<file path="src/rtl/patch_pkg.sv">
// rtl/patch_pkg.sv - shared types and frame layout helpers for the patch control unit
//
// Purpose : FSM state encoding and the configuration frame field layout.
//           The frame is LSB-first: match_mask, match_val, ctrl_mask,
//           ctrl_value, hold_cnt. Offsets depend on the instance widths,
//           so they are provided as constant functions of those widths.
// Ports   : none (package).
package patch_pkg;

    typedef enum logic [1:0] {
        ST_IDLE  = 2'd0,
        ST_LOAD  = 2'd1,
        ST_ARMED = 2'd2,
        ST_FIRE  = 2'd3
    } state_e;

    // Field offsets within the frame register
    localparam int OFF_MATCH_MASK = 0;

    function automatic int off_match_val(input int obs_w);
        return obs_w;
    endfunction

    function automatic int off_ctrl_mask(input int obs_w);
        return 2 * obs_w;
    endfunction

    function automatic int off_ctrl_value(input int obs_w, input int ctrl_w);
        return 2 * obs_w + ctrl_w;
    endfunction

    function automatic int off_hold(input int obs_w, input int ctrl_w);
        return 2 * obs_w + 2 * ctrl_w;
    endfunction

    function automatic int frame_width(input int obs_w, input int ctrl_w, input int hold_w);
        return 2 * obs_w + 2 * ctrl_w + hold_w;
    endfunction

endpackage

</file>
<file path="src/rtl/patch_obs_sync.sv">
// rtl/patch_obs_sync.sv - two-flop synchronizer for the observed signal vector
//
// Purpose : brings obs_in into the clk domain before matching; adds two
//           cycles of latency. Only instantiated with PATCH_OBS_SYNC_EN.
// Ports   : clk   - clock
//           rst_n - asynchronous active-low reset (flops clear to 0)
//           d_i   - asynchronous input vector
//           q_o   - synchronized output vector
module patch_obs_sync #(
    parameter int W = 4
) (
    input  logic         clk,
    input  logic         rst_n,
    input  logic [W-1:0] d_i,
    output logic [W-1:0] q_o
);

    logic [W-1:0] s1_q;
    logic [W-1:0] s2_q;

    always_ff @(posedge clk or negedge rst_n) begin
        if (!rst_n) begin
            s1_q <= '0;
            s2_q <= '0;
        end else begin
            s1_q <= d_i;
            s2_q <= s1_q;
        end
    end

    assign q_o = s2_q;

endmodule

</file>
<file path="src/rtl/patch_control_unit.sv">
// rtl/patch_control_unit.sv - serially configured match-and-override patch controller
//
// Purpose : loads a configuration frame bit-serially, then watches obs_in for
//           a masked match and drives override values onto ctrl_en/ctrl_val
//           for hold_cnt cycles (or indefinitely when hold_cnt is 0).
// Option  : PATCH_OBS_SYNC_EN - route obs_in through a 2-flop synchronizer.
// Ports   : clk       - clock, rising edge
//           rst_n     - asynchronous active-low reset
//           cfg_valid - serial config bit qualifier
//           cfg_data  - serial config bit
//           cfg_ready - config bit consumed when cfg_valid is also high
//           obs_in    - observed signals
//           ctrl_en   - per-bit override enables (registered)
//           ctrl_val  - override values (registered)
//           armed     - high while waiting for a match
//           fired     - one-cycle pulse on entry to FIRE
module patch_control_unit
    import patch_pkg::*;
#(
    parameter int OBS_W  = 4,
    parameter int CTRL_W = 4,
    parameter int HOLD_W = 8
) (
    input  logic              clk,
    input  logic              rst_n,
    input  logic              cfg_valid,
    input  logic              cfg_data,
    output logic              cfg_ready,
    input  logic [OBS_W-1:0]  obs_in,
    output logic [CTRL_W-1:0] ctrl_en,
    output logic [CTRL_W-1:0] ctrl_val,
    output logic              armed,
    output logic              fired
);

    localparam int FRAME_W   = frame_width(OBS_W, CTRL_W, HOLD_W);
    localparam int CNT_W     = $clog2(FRAME_W);
    localparam int OFF_MVAL  = off_match_val(OBS_W);
    localparam int OFF_CMASK = off_ctrl_mask(OBS_W);
    localparam int OFF_CVAL  = off_ctrl_value(OBS_W, CTRL_W);
    localparam int OFF_HOLD  = off_hold(OBS_W, CTRL_W);

    state_e              state_q, state_d;
    logic [FRAME_W-1:0]  frame_q, frame_d;
    logic [CNT_W-1:0]    cnt_q, cnt_d;
    logic [HOLD_W-1:0]   hold_q, hold_d;
    logic [CTRL_W-1:0]   ctrl_en_q, ctrl_en_d;
    logic [CTRL_W-1:0]   ctrl_val_q, ctrl_val_d;
    logic                fired_q, fired_d;

    logic [OBS_W-1:0]    obs_m;

`ifdef PATCH_OBS_SYNC_EN
    patch_obs_sync #(
        .W (OBS_W)
    ) u_obs_sync (
        .clk   (clk),
        .rst_n (rst_n),
        .d_i   (obs_in),
        .q_o   (obs_m)
    );
`else
    assign obs_m = obs_in;
`endif

    logic [OBS_W-1:0]   match_mask;
    logic [OBS_W-1:0]   match_val;
    logic [CTRL_W-1:0]  ctrl_mask;
    logic [CTRL_W-1:0]  ctrl_value;
    logic [HOLD_W-1:0]  hold_cfg;
    logic               match;
    logic               sticky;
    logic               consume;
    logic [FRAME_W-1:0] frame_shift;

    assign match_mask  = frame_q[OFF_MATCH_MASK +: OBS_W];
    assign match_val   = frame_q[OFF_MVAL +: OBS_W];
    assign ctrl_mask   = frame_q[OFF_CMASK +: CTRL_W];
    assign ctrl_value  = frame_q[OFF_CVAL +: CTRL_W];
    assign hold_cfg    = frame_q[OFF_HOLD +: HOLD_W];

    // An all-zero mask would match everything; treat it as "disabled".
    assign match       = (match_mask != '0) && (((obs_m ^ match_val) & match_mask) == '0);

    // hold_q only sits at 0 inside FIRE when the frame asked for sticky mode;
    // timed FIRE leaves the state while hold_q is still 1.
    assign sticky      = (hold_q == '0);
    assign cfg_ready   = !((state_q == ST_FIRE) && !sticky);
    assign consume     = cfg_valid && cfg_ready;

    // New bits enter at the MSB so the first bit sent ends up at bit 0.
    assign frame_shift = {cfg_data, frame_q[FRAME_W-1:1]};

    always_comb begin
        state_d    = state_q;
        frame_d    = frame_q;
        cnt_d      = cnt_q;
        hold_d     = hold_q;
        ctrl_en_d  = ctrl_en_q;
        ctrl_val_d = ctrl_val_q;
        fired_d    = 1'b0;

        case (state_q)
            ST_IDLE: begin
                if (consume) begin
                    frame_d = frame_shift;
                    cnt_d   = CNT_W'(1);
                    state_d = ST_LOAD;
                end
            end

            ST_LOAD: begin
                if (consume) begin
                    frame_d = frame_shift;
                    if (cnt_q == CNT_W'(FRAME_W - 1)) begin
                        cnt_d   = '0;
                        state_d = ST_ARMED;
                    end else begin
                        cnt_d = cnt_q + CNT_W'(1);
                    end
                end
            end

            ST_ARMED: begin
                // Reconfiguration wins over a coincident match.
                if (consume) begin
                    frame_d = frame_shift;
                    cnt_d   = CNT_W'(1);
                    state_d = ST_LOAD;
                end else if (match) begin
                    ctrl_en_d  = ctrl_mask;
                    ctrl_val_d = ctrl_value & ctrl_mask;
                    hold_d     = hold_cfg;
                    fired_d    = 1'b1;
                    state_d    = ST_FIRE;
                end
            end

            ST_FIRE: begin
                if (sticky) begin
                    if (consume) begin
                        frame_d    = frame_shift;
                        cnt_d      = CNT_W'(1);
                        ctrl_en_d  = '0;
                        ctrl_val_d = '0;
                        state_d    = ST_LOAD;
                    end
                end else if (hold_q == HOLD_W'(1)) begin
                    // Expiry always passes through ARMED, even if obs still matches.
                    hold_d     = '0;
                    ctrl_en_d  = '0;
                    ctrl_val_d = '0;
                    state_d    = ST_ARMED;
                end else begin
                    hold_d = hold_q - HOLD_W'(1);
                end
            end

            default: begin
                state_d = ST_IDLE;
            end
        endcase
    end

    always_ff @(posedge clk or negedge rst_n) begin
        if (!rst_n) begin
            state_q    <= ST_IDLE;
            frame_q    <= '0;
            cnt_q      <= '0;
            hold_q     <= '0;
            ctrl_en_q  <= '0;
            ctrl_val_q <= '0;
            fired_q    <= 1'b0;
        end else begin
            state_q    <= state_d;
            frame_q    <= frame_d;
            cnt_q      <= cnt_d;
            hold_q     <= hold_d;
            ctrl_en_q  <= ctrl_en_d;
            ctrl_val_q <= ctrl_val_d;
            fired_q    <= fired_d;
        end
    end

    assign ctrl_en  = ctrl_en_q;
    assign ctrl_val = ctrl_val_q;
    assign fired    = fired_q;
    assign armed    = (state_q == ST_ARMED);

endmodule

</file>
<file path="config.mk">
export PLATFORM = sky130hd
export DESIGN_NAME = patch_control_unit
export DESIGN_NICKNAME = d
export VERILOG_FILES = /design/src/rtl/patch_pkg.sv /design/src/rtl/patch_obs_sync.sv /design/src/rtl/patch_control_unit.sv
export SDC_FILE = /design/constraint.sdc
export NUM_CORES = 1
export LEC_CHECK = 0
export ABC_AREA = 1
export BUFFER_PORTS_ARGS = -buffer_cell sky130_fd_sc_hd__buf_2
export CORE_ASPECT_RATIO = 1.4
export CORE_MARGIN = 1.5
export CORE_UTILIZATION = 50
export CTS_BUF_LIST = sky130_fd_sc_hd__clkbuf_2
export CTS_CLUSTER_DIAMETER = 100
export DETAILED_ROUTE_END_ITERATION = 12
export GPL_ROUTABILITY_DRIVEN = 1
export HOLD_SLACK_MARGIN = 0.06
export PLACE_DENSITY = 0.68
export SKIP_CTS_REPAIR_TIMING = 1
export SYNTH_ARGS = -nofsm -noshare
export SYNTH_HDL_FRONTEND = slang
export SYNTH_SLANG_ARGS = --single-unit
export TNS_END_PERCENT = 20
</file>
<file path="constraint.sdc">
create_clock -name clk -period 2.1 [get_ports clk]
set_input_delay 0.21 -clock clk [delete_from_list [all_inputs] [get_ports clk]]
set_output_delay 0.21 -clock clk [all_outputs]
set_load 0.005 [all_outputs]
</file>
[Word-level counts from Yosys, hierarchy flattened]
Index checks and enable logic that the tools add are counted.
Cells by class
  eq/ne operators: 14
  add/subtract/negate cells: 2
  mux-type cells: 33
  bitwise operators: 3
  reductions and logical operators: 16
Operators by type and width (count)
  2-to-1 mux 24 bit: 2
  case mux 24 bit (2 select lines): 1
  2-to-1 mux 8 bit: 4
  2-to-1 mux 4 bit: 7
  2-to-1 mux 5 bit: 4
  case mux 4 bit (2 select lines): 2
  case mux 8 bit (2 select lines): 1
  case mux 5 bit (3 select lines): 1
  2-to-1 mux 2 bit: 7
  inequality test 2 bit, second input constant: 5
  bitwise AND 4 bit: 2
  == test 8 x 1 -> 1 bit, second input constant: 1
  logical NOT 8 bit: 1
  case mux 2 bit (4 select lines): 1
  AND reduction 4 bit: 2
  subtractor 8 x 1 -> 8 bit, second input constant: 1
  adder 5 x 1 -> 5 bit, second input constant: 1
  == test 5 bit, second input constant: 1
  AND reduction 5 bit: 1
  == test 2 bit, second input constant: 2
  logical NOT 4 bit: 1
  nonzero test 4 bit: 1
  XOR 4 bit: 1
  logical AND 1 bit: 3
  other kinds (12): 15
Word-level totals
  output and inout bits: 11
  flip-flop bits (word level): 48
  bits of input ports: 8

[Depth between registers and ports, before layout]
Gate-level depths: netlist of the first run.
  word-level depth: 8
  mapped depth: 12
  mapped depth without buffers: 12

[Worst setup path before layout of the first run]
No wires, ideal clock.
  path type: reg-to-reg
  start point: reg hold_q[0]
  end point: reg ctrl_val_q[0], in the netlist ctrl_val[0]
  cell stages (with the launch flop): 10
  setup slack: 0.573 ns
  data arrival time: 1.409 ns
  required time: 1.983 ns
  library setup time: 0.117 ns
  period minus slack after synthesis: 1.527 ns
  cells stage by stage: dfrtp_1 > inv_1 > ha_1 > nand2_4 > nor2_8 > nor2_4 > nor2_8 > nand3_4 > nand2_1 > nand2_1
Between the ends
  longest elaborated chain between the ends: 7
Ends and longest elaborated chain
  start: declaration: line patch_control_unit.sv:46  | logic [HOLD_W-1:0] hold_q, hold_d;
  start signal: assignment: line patch_control_unit.sv:178  | hold_q <= hold_d;
  logical NOT 8 bit: line patch_control_unit.sv:87  | assign sticky = (hold_q == '0);
  logical NOT 1 bit: line patch_control_unit.sv:88  | assign cfg_ready = !((state_q == ST_FIRE) && !sticky);
  logical AND 1 bit: line patch_control_unit.sv:88
  logical NOT 1 bit: line patch_control_unit.sv:88
  logical AND 1 bit: line patch_control_unit.sv:89  | assign consume = cfg_valid && cfg_ready;
  inequality test 3 bit (no source line) or inequality test 2 bit (tied branches)
  AND reduction 5 bit (no source line)
  end signal: assignment: line patch_control_unit.sv:180  | ctrl_val_q <= ctrl_val_d;
  end: declaration: line patch_control_unit.sv:48  | logic [CTRL_W-1:0] ctrl_val_q, ctrl_val_d;
Parallel ways exist; a longest one is shown, timed or not.
A chain may end at the register's enable or synchronous reset.

[Worst setup path after layout of the first run]
  start point: reg hold_q[0]
  end point: out cfg_ready
Between the ends
  longest elaborated chain between the ends: 4
Ends and longest elaborated chain
  logical NOT 8 bit: line patch_control_unit.sv:87
  logical NOT 1 bit: line patch_control_unit.sv:88
  logical AND 1 bit: line patch_control_unit.sv:88
  logical NOT 1 bit: line patch_control_unit.sv:88
  end: declaration: line patch_control_unit.sv:28  | output logic cfg_ready,
No other way between the ends.

==> metrics.md, run 1 <==
| Metric | Value |
|---|---|
| Rel. slew slack | `60.5%` |
| Routed wire length per instance | `12.0 um` |
| Setup ws final | `0.153 ns` |
| Initial Util | `52.0%` |
| Root buffer cell | `clkbuf_2` |
| Port bufs | `18` |
| First-pass GRT wire length | `8.95 mm` |
| Minimum clock period | `1.95 ns` |
| DIE AREA | `5870 um^2` |
| Sequential element share of the synthesized area | `44.4%` |
| Most frequent cells in the layout | `nand2_1 (107), dfrtp_1 (48), inv_1 (41)` |
| Worst EP required | `1.89 ns` |
| Number of global-route vias before repair | `1974` |
| Setup Viol. Count Final | `0` |
| WP buf/inv | `3` |
| Clock buffer depth | `2` |
| Post-synth EDFFs | `0` |
| Most common cell after layout, fill and taps aside | `nand2_1` |
| Layout cell share with drive strength beyond 1 | `18.0%` |
| Drc violations | `0` |
| Syn Nets | `347` |
| Routed vias | `2096` |
| Max-cap violation count | `0` |
| Register Area | `1200 um^2` |
| Top delay family on crit path | `flip-flops` |
| Seq cells post-synth | `48` |
| Crit end category | `output pin` |
| Post-Synthesis Cells | `336` |
| Pre-antenna DRT Iters | `4` |
| Fin. Hold Viols | `0` |
| CTS Buf Count | `5` |
| Hold WS | `0.0780 ns` |
| WHS Path Cells | `2` |
| Die W | `65.2 um` |
| Core Region | `5200 um^2` |
| Tot GR Track Use | `19.1%` |
| Synth async-reset ratio | `100%` |
| Hold crit path type | `in2reg` |
| Kind of critical path | `reg2out` |
| Worst Tran Pin Value | `0.593 ns` |
| Fin cells | `422` |
| Overall routed net length | `5.08 mm` |
| Fillers | `515` |
| Die Span Y | `90.0 um` |
| P_leak | `0.00150 uW` |
| # rows | `31` |
| Placed Instances | `413` |
| 1st-iter DRT viols | `85` |
| Fmax | `0.514 GHz` |
| Final setup skew | `0.0112 ns` |
| TritonCTS clock tree | `done` |
| Worst Reg-to-Reg Cells | `11` |
| Routed Antenna Nets | `0` |
| ANT cells | `0` |
| Pin count of the biggest net entering global routing | `49` |
| I/O pin count | `19` |
| Num Clock Sinks | `48` |
| Initial antenna violation count | `0` |
| Mapped cell area | `2710 um^2` |
| Detailed Place HPWL | `3.69 mm` |
| RSZ-0062 raised after global routing | `false` |
| DP Worst Slack | `0.229 ns` |
| Cell mode on critical path | `nand2_4` |
| Syn. warnings | `0` |
| TNS Setup | `0 ns` |
| Unique masters post-synth | `32` |
| Placer congestion estimate | `0.945` |
| Startpoint types | `flip-flop` |
| Multi-input combinational cell area | `1230 um^2` |
| Skew-Pair Late Insertion Delay | `0.42 ns` |
| CP cell instances | `inv_1 > ha_1 > nand2_4 > inv_4 > nand2_4 > nand2_4 > buf_2` |
| Arr. time, crit path | `1.74 ns` |
| Clock H-tree levels | `2` |
| Crit. path cell count | `7` |
| Critical-path maximum fanout | `4` |
| Period utilization | `92.7%` |
| Synthesized area per cell | `8.05 um^2` |
| Cell type of the slowest stage on the worst timing path | `dfrtp_1` |
| Max IR drop VDD | `633 uV` |
| Post-layout nets | `367` |
| Total gr overflow | `0` |
| Slowest cell delay on critical path | `0.46 ns` |
| Vias/cell | `4.97` |
| Status | `finished, final reports clean` |
| Synthesis-to-finish area growth | `7.63%` |
| Pwr Density | `1450 nW/um^2` |
| Max-slew violation count | `0` |
| Ys flop type | `dfrtp_1` |
| Clk pin slew, worst setup/hold paths | `0.24 ns` |
| Overall power | `4230 uW` |
-- cell families after synthesis --
group	count (synthesis)	share of synthesized area, %
AND/OR/NAND/NOR	189	34.6
buffers and inverters	56	10.2
flip-flops	48	44.4
AO/OA/AOI/OAI	39	9.02
adder cells (fa/ha/maj)	3	1.39
XOR/XNOR	1	0.324
-- power breakdown --
group / total (uW) / switching (uW) / internal, uW
registers: 1510 / 261 / 1250
clock network: 615 / 301 / 314
logic: 2110 / 1400 / 711
-- through the flow --
step / cell area [um^2] / utilization [%]
4_1_cts: 2890 / 55.6
2_1_floorplan: 2710 / -
6_report: 2910 / 56.0
3_3_place_gp: 2810 / 54.0
3_5_place_dp: 2810 / 54.0
5_1_grt: 2910 / 56.0
-- cell type report --
cell class	instances	share of cell area (%)
clock buffers	5	0.859
multi-input cells	232	42.2
repair buffers	23	4.56
inverters	46	6.27
clock inverters	2	2.06
well taps	66	2.84
flip-flops and latches	48	41.3
-- per-layer routing --
metal | vias up | wire length [um] | track usage (%)
met2 | 28 | 2380 | 29.9
li1 | 1107 | - | -
met3 | 9 | 135 | 3.25
met5 | - | 0 | 0
met1 | 952 | 2460 | 25.9
met4 | 0 | 109 | 7.81
-- cells in the mapped netlist, types with 2 or more instances --
master | number | share of area [%]
nand3_1 | 12 | 2.2
a21oi_1 | 4 | 0.74
nand4_1 | 18 | 4.2
nand2_1 | 107 | 15
ha_1 | 3 | 1.4
nor2_8 | 2 | 1.5
o21ai_2 | 5 | 1.6
nand2_2 | 9 | 2.1
o21ai_1 | 20 | 3.7
buf_2 | 2 | 0.37
inv_1 | 41 | 5.7
nand3_4 | 2 | 1.3
inv_2 | 3 | 0.42
nor2_1 | 23 | 3.2
dfrtp_1 | 48 | 44
nand2_4 | 4 | 1.7
buf_4 | 2 | 0.55
o21ai_0 | 7 | 1.3
nor2_4 | 3 | 1.2
buf_6 | 4 | 1.7
nor3_1 | 6 | 1.1
-- final timing paths --
kind,start,endpoint,slack [ns]
max,hold_q[0],cfg_ready,0.15
min,cfg_valid,fired,0.08
max reg2reg,hold_q[0],state_q[1],0.20
min reg2reg,ctrl_val[2],ctrl_val[2],0.50
max in group asynchronous,rst_n,frame_q[6],1.33
min in group asynchronous,rst_n,frame_q[23],0.38
-- state kept, by name (all words and copies together) (netlist names) --
register,count
hold_q,8
fired,1
ctrl_en,4
state_q,2
cnt_q,5
ctrl_val,4
frame_q,24
Note: power is estimated with default switching activity, not from simulation.
==> run 2, diff against run 1 <==
Settings changed: REMOVE_ABC_BUFFERS set to 1.
==> metrics.md, run 2 (same netlist as run 1, synthesis figures left out) <==
| Metric | Value |
|---|---|
| Area after DPL | `2820 um^2 (+0.45%)` |
| Port bufs | `18 (unchanged)` |
| Setup Viol. Count Final | `0 (unchanged)` |
| Num Clock Sinks | `48 (unchanged)` |
| Sw Ratio | `48.9% (+2.6 points)` |
| Pwr Density | `1380 nW/um^2 (-4.8%)` |
| Internal cell power | `2040 uW (-10%)` |
| Minimum clock period | `1.96 ns (+0.0129 ns)` |
| TritonCTS clock tree | `done` |
| Max FFs per register | `24 (unchanged)` |
| Most common cell after layout, fill and taps aside | `nand2_1` |
| Worst EP required | `1.89 ns (about the same)` |
| Layout cell share with drive strength beyond 1 | `17.9% (-0.10 points)` |
| I/O pin count | `19 (unchanged)` |
| Clock buffer depth | `2 (unchanged)` |
| Clk pin slew, worst setup/hold paths | `0.23 ns (about the same)` |
| Cell mode on critical path | `nand2_4` |
| Number of global-route vias before repair | `2043 (+3.5%)` |
| Final setup skew | `0.0103 ns (-0.000835 ns)` |
| Crit end category | `output pin` |
| Skew-Pair Late Insertion Delay | `0.42 ns (about the same)` |
| Total gr overflow | `0 (unchanged)` |
| Die Span Y | `90.0 um (unchanged)` |
| RSZ-0062 raised after global routing | `false` |
| Clock H-tree levels | `2 (unchanged)` |
| Placer congestion estimate | `0.871 (-7.8%)` |
| Root buffer cell | `clkbuf_2` |
| Arr. time, crit path | `1.75 ns (about the same)` |
| # rows | `31 (unchanged)` |
| Biggest regs | `frame_q x24, hold_q x8, cnt_q x5` |
| Initial Util | `52.0% (unchanged)` |
| Post-layout nets | `368 (+0.27%)` |
| Drc violations | `0 (unchanged)` |
| Fin cells | `424 (+0.47%)` |
| Initial antenna violation count | `0 (unchanged)` |
| Met2 GRT Util | `32.1% (+2.2 points)` |
| Fin. Hold Viols | `0 (unchanged)` |
| Hold crit path type | `in2reg` |
| Sequential Power Share | `37.9% (+2.2 points)` |
| Met1 Usage GRT | `25.5% (-0.39 points)` |
| ANT cells | `0 (unchanged)` |
| Pin count of the biggest net entering global routing | `45 (-8.2%)` |
| Placed Instances | `413 (unchanged)` |
| Clock power share | `9.4% (-5.1 points)` |
| Routed Antenna Nets | `0 (unchanged)` |
| NetSw | `1950 uW (-0.18%)` |
| Critical-path maximum fanout | `4 (unchanged)` |
| Cell type of the slowest stage on the worst timing path | `dfrtp_1` |
| Max-slew violation count | `0 (unchanged)` |
| Finished Core Util | `55.6% (-0.41 points)` |
| Setup ws final | `0.141 ns (-0.0129 ns)` |
| Detailed Place HPWL | `3.77 mm (+2.4%)` |
| Most flops, register | `frame_q` |
| Status | `finished, final reports clean` |
| GR peak layer | `met2` |
| Vias/cell | `4.97 (about the same)` |
| Startpoint types | `flip-flop` |
| 1st-iter DRT viols | `104 (+22%)` |
| WP buf/inv | `3 (unchanged)` |
| R2R Setup Slk | `0.18 ns (-0.02 ns)` |
| Rel. slew slack | `60.9% (+0.45 points)` |
| Die W | `65.2 um (unchanged)` |
| Tot GR Track Use | `19.7% (+0.67 points)` |
| Core Region | `5200 um^2 (unchanged)` |
| Routed wire length per instance | `12.0 um (-0.71%)` |
| Slowest cell delay on critical path | `0.46 ns (about the same)` |
| Period utilization | `93.3% (+0.62 points)` |
| Combinational Power Share | `52.7% (+2.9 points)` |
| DIE AREA | `5870 um^2 (unchanged)` |
| CP cell instances | `inv_1 > ha_1 > nand2_4 > inv_4 > nand2_4 > nand2_4 > buf_2` |
| Worst Tran Pin Value | `0.586 ns (-0.00678 ns)` |
| Routed vias | `2106 (+0.48%)` |
| Fillers | `528 (+2.5%)` |
| DP Worst Slack | `0.242 ns (+0.0126 ns)` |
| P_leak | `0.00148 uW (-0.91%)` |
| Max-cap violation count | `0 (unchanged)` |
| Overall routed net length | `5.07 mm (-0.24%)` |
| CTS Buf Count | `5 (unchanged)` |
| Grt met3 use | `4.26% (+1.0 points)` |
| Most frequent cells in the layout | `nand2_1 (107), dfrtp_1 (48), inv_1 (41)` |
| First-pass GRT wire length | `9.18 mm (+2.6%)` |
| Top delay family on crit path | `flip-flops` |
| Synthesis-to-finish area growth | `6.85%` |
| Post-route cell area | `2890 um^2 (-0.73%)` |
| Kind of critical path | `reg2out` |
| Max IR drop VDD | `589 uV (-7.0%)` |
| Fmax | `0.510 GHz (-0.66%)` |
| Pre-antenna DRT Iters | `5 (+1)` |
run 2: metrics by stage:
step	hold WS, ns	setup TNS (ns)	power [uW]
floorplan	-0.0856	-0.00519	3140
global placement	0.246	0	3620
detailed placement	0.247	0	3660
CTS	-0.250	0	4040
global route	0.288	0	4420
finish	0.272	0	4000
run 2: worst register-to-register path: cells and delay by family (launching register included):
kind | cells | cell delay, ns
fa+ha+maj | 1 | 0.29
compound gates | 2 | 0.22
simple gates | 4 | 0.43
buf+inv | 4 | 0.45
flops | 1 | 0.46
run 2: path summary, 6_finish.rpt:
path | start | endpoint | cells after the start
max | hold_q[0] | cfg_ready | 7
min | obs_in[1] | fired | 6
max reg2reg | hold_q[0] | state_q[1] | 11
min reg2reg | ctrl_val[0] | ctrl_val[0] | 2
max in group asynchronous | rst_n | cnt_q[3] | 3
min in group asynchronous | rst_n | hold_q[3] | 2
run 2: routing by layer:
layer,share of wire (%),vias up
li1,-,1103
met1,46,972
met2,49,25
met3,2.8,6
met4,1.6,0
met5,0,-
run 2: power groups by stage:
stage,logic [uW],registers [uW],clock network (uW)
2_1_floorplan,1620,1510,0
3_3_place_gp,2090,1530,0
3_5_place_dp,2120,1540,0
4_1_cts,2130,1520,392
5_1_grt,2410,1570,433
6_report,2110,1520,374
run 2: cell type report:
type                    count  area [um^2]  share of cell area [%]
well taps                  66         82.6                    2.86
multi-input cells         232         1230                    42.5
inverters                  46          183                    6.32
clock inverters             2         11.3                   0.390
repair buffers             24          155                    5.37
flip-flops and latches     48         1200                    41.6
clock buffers               6         30.0                    1.04
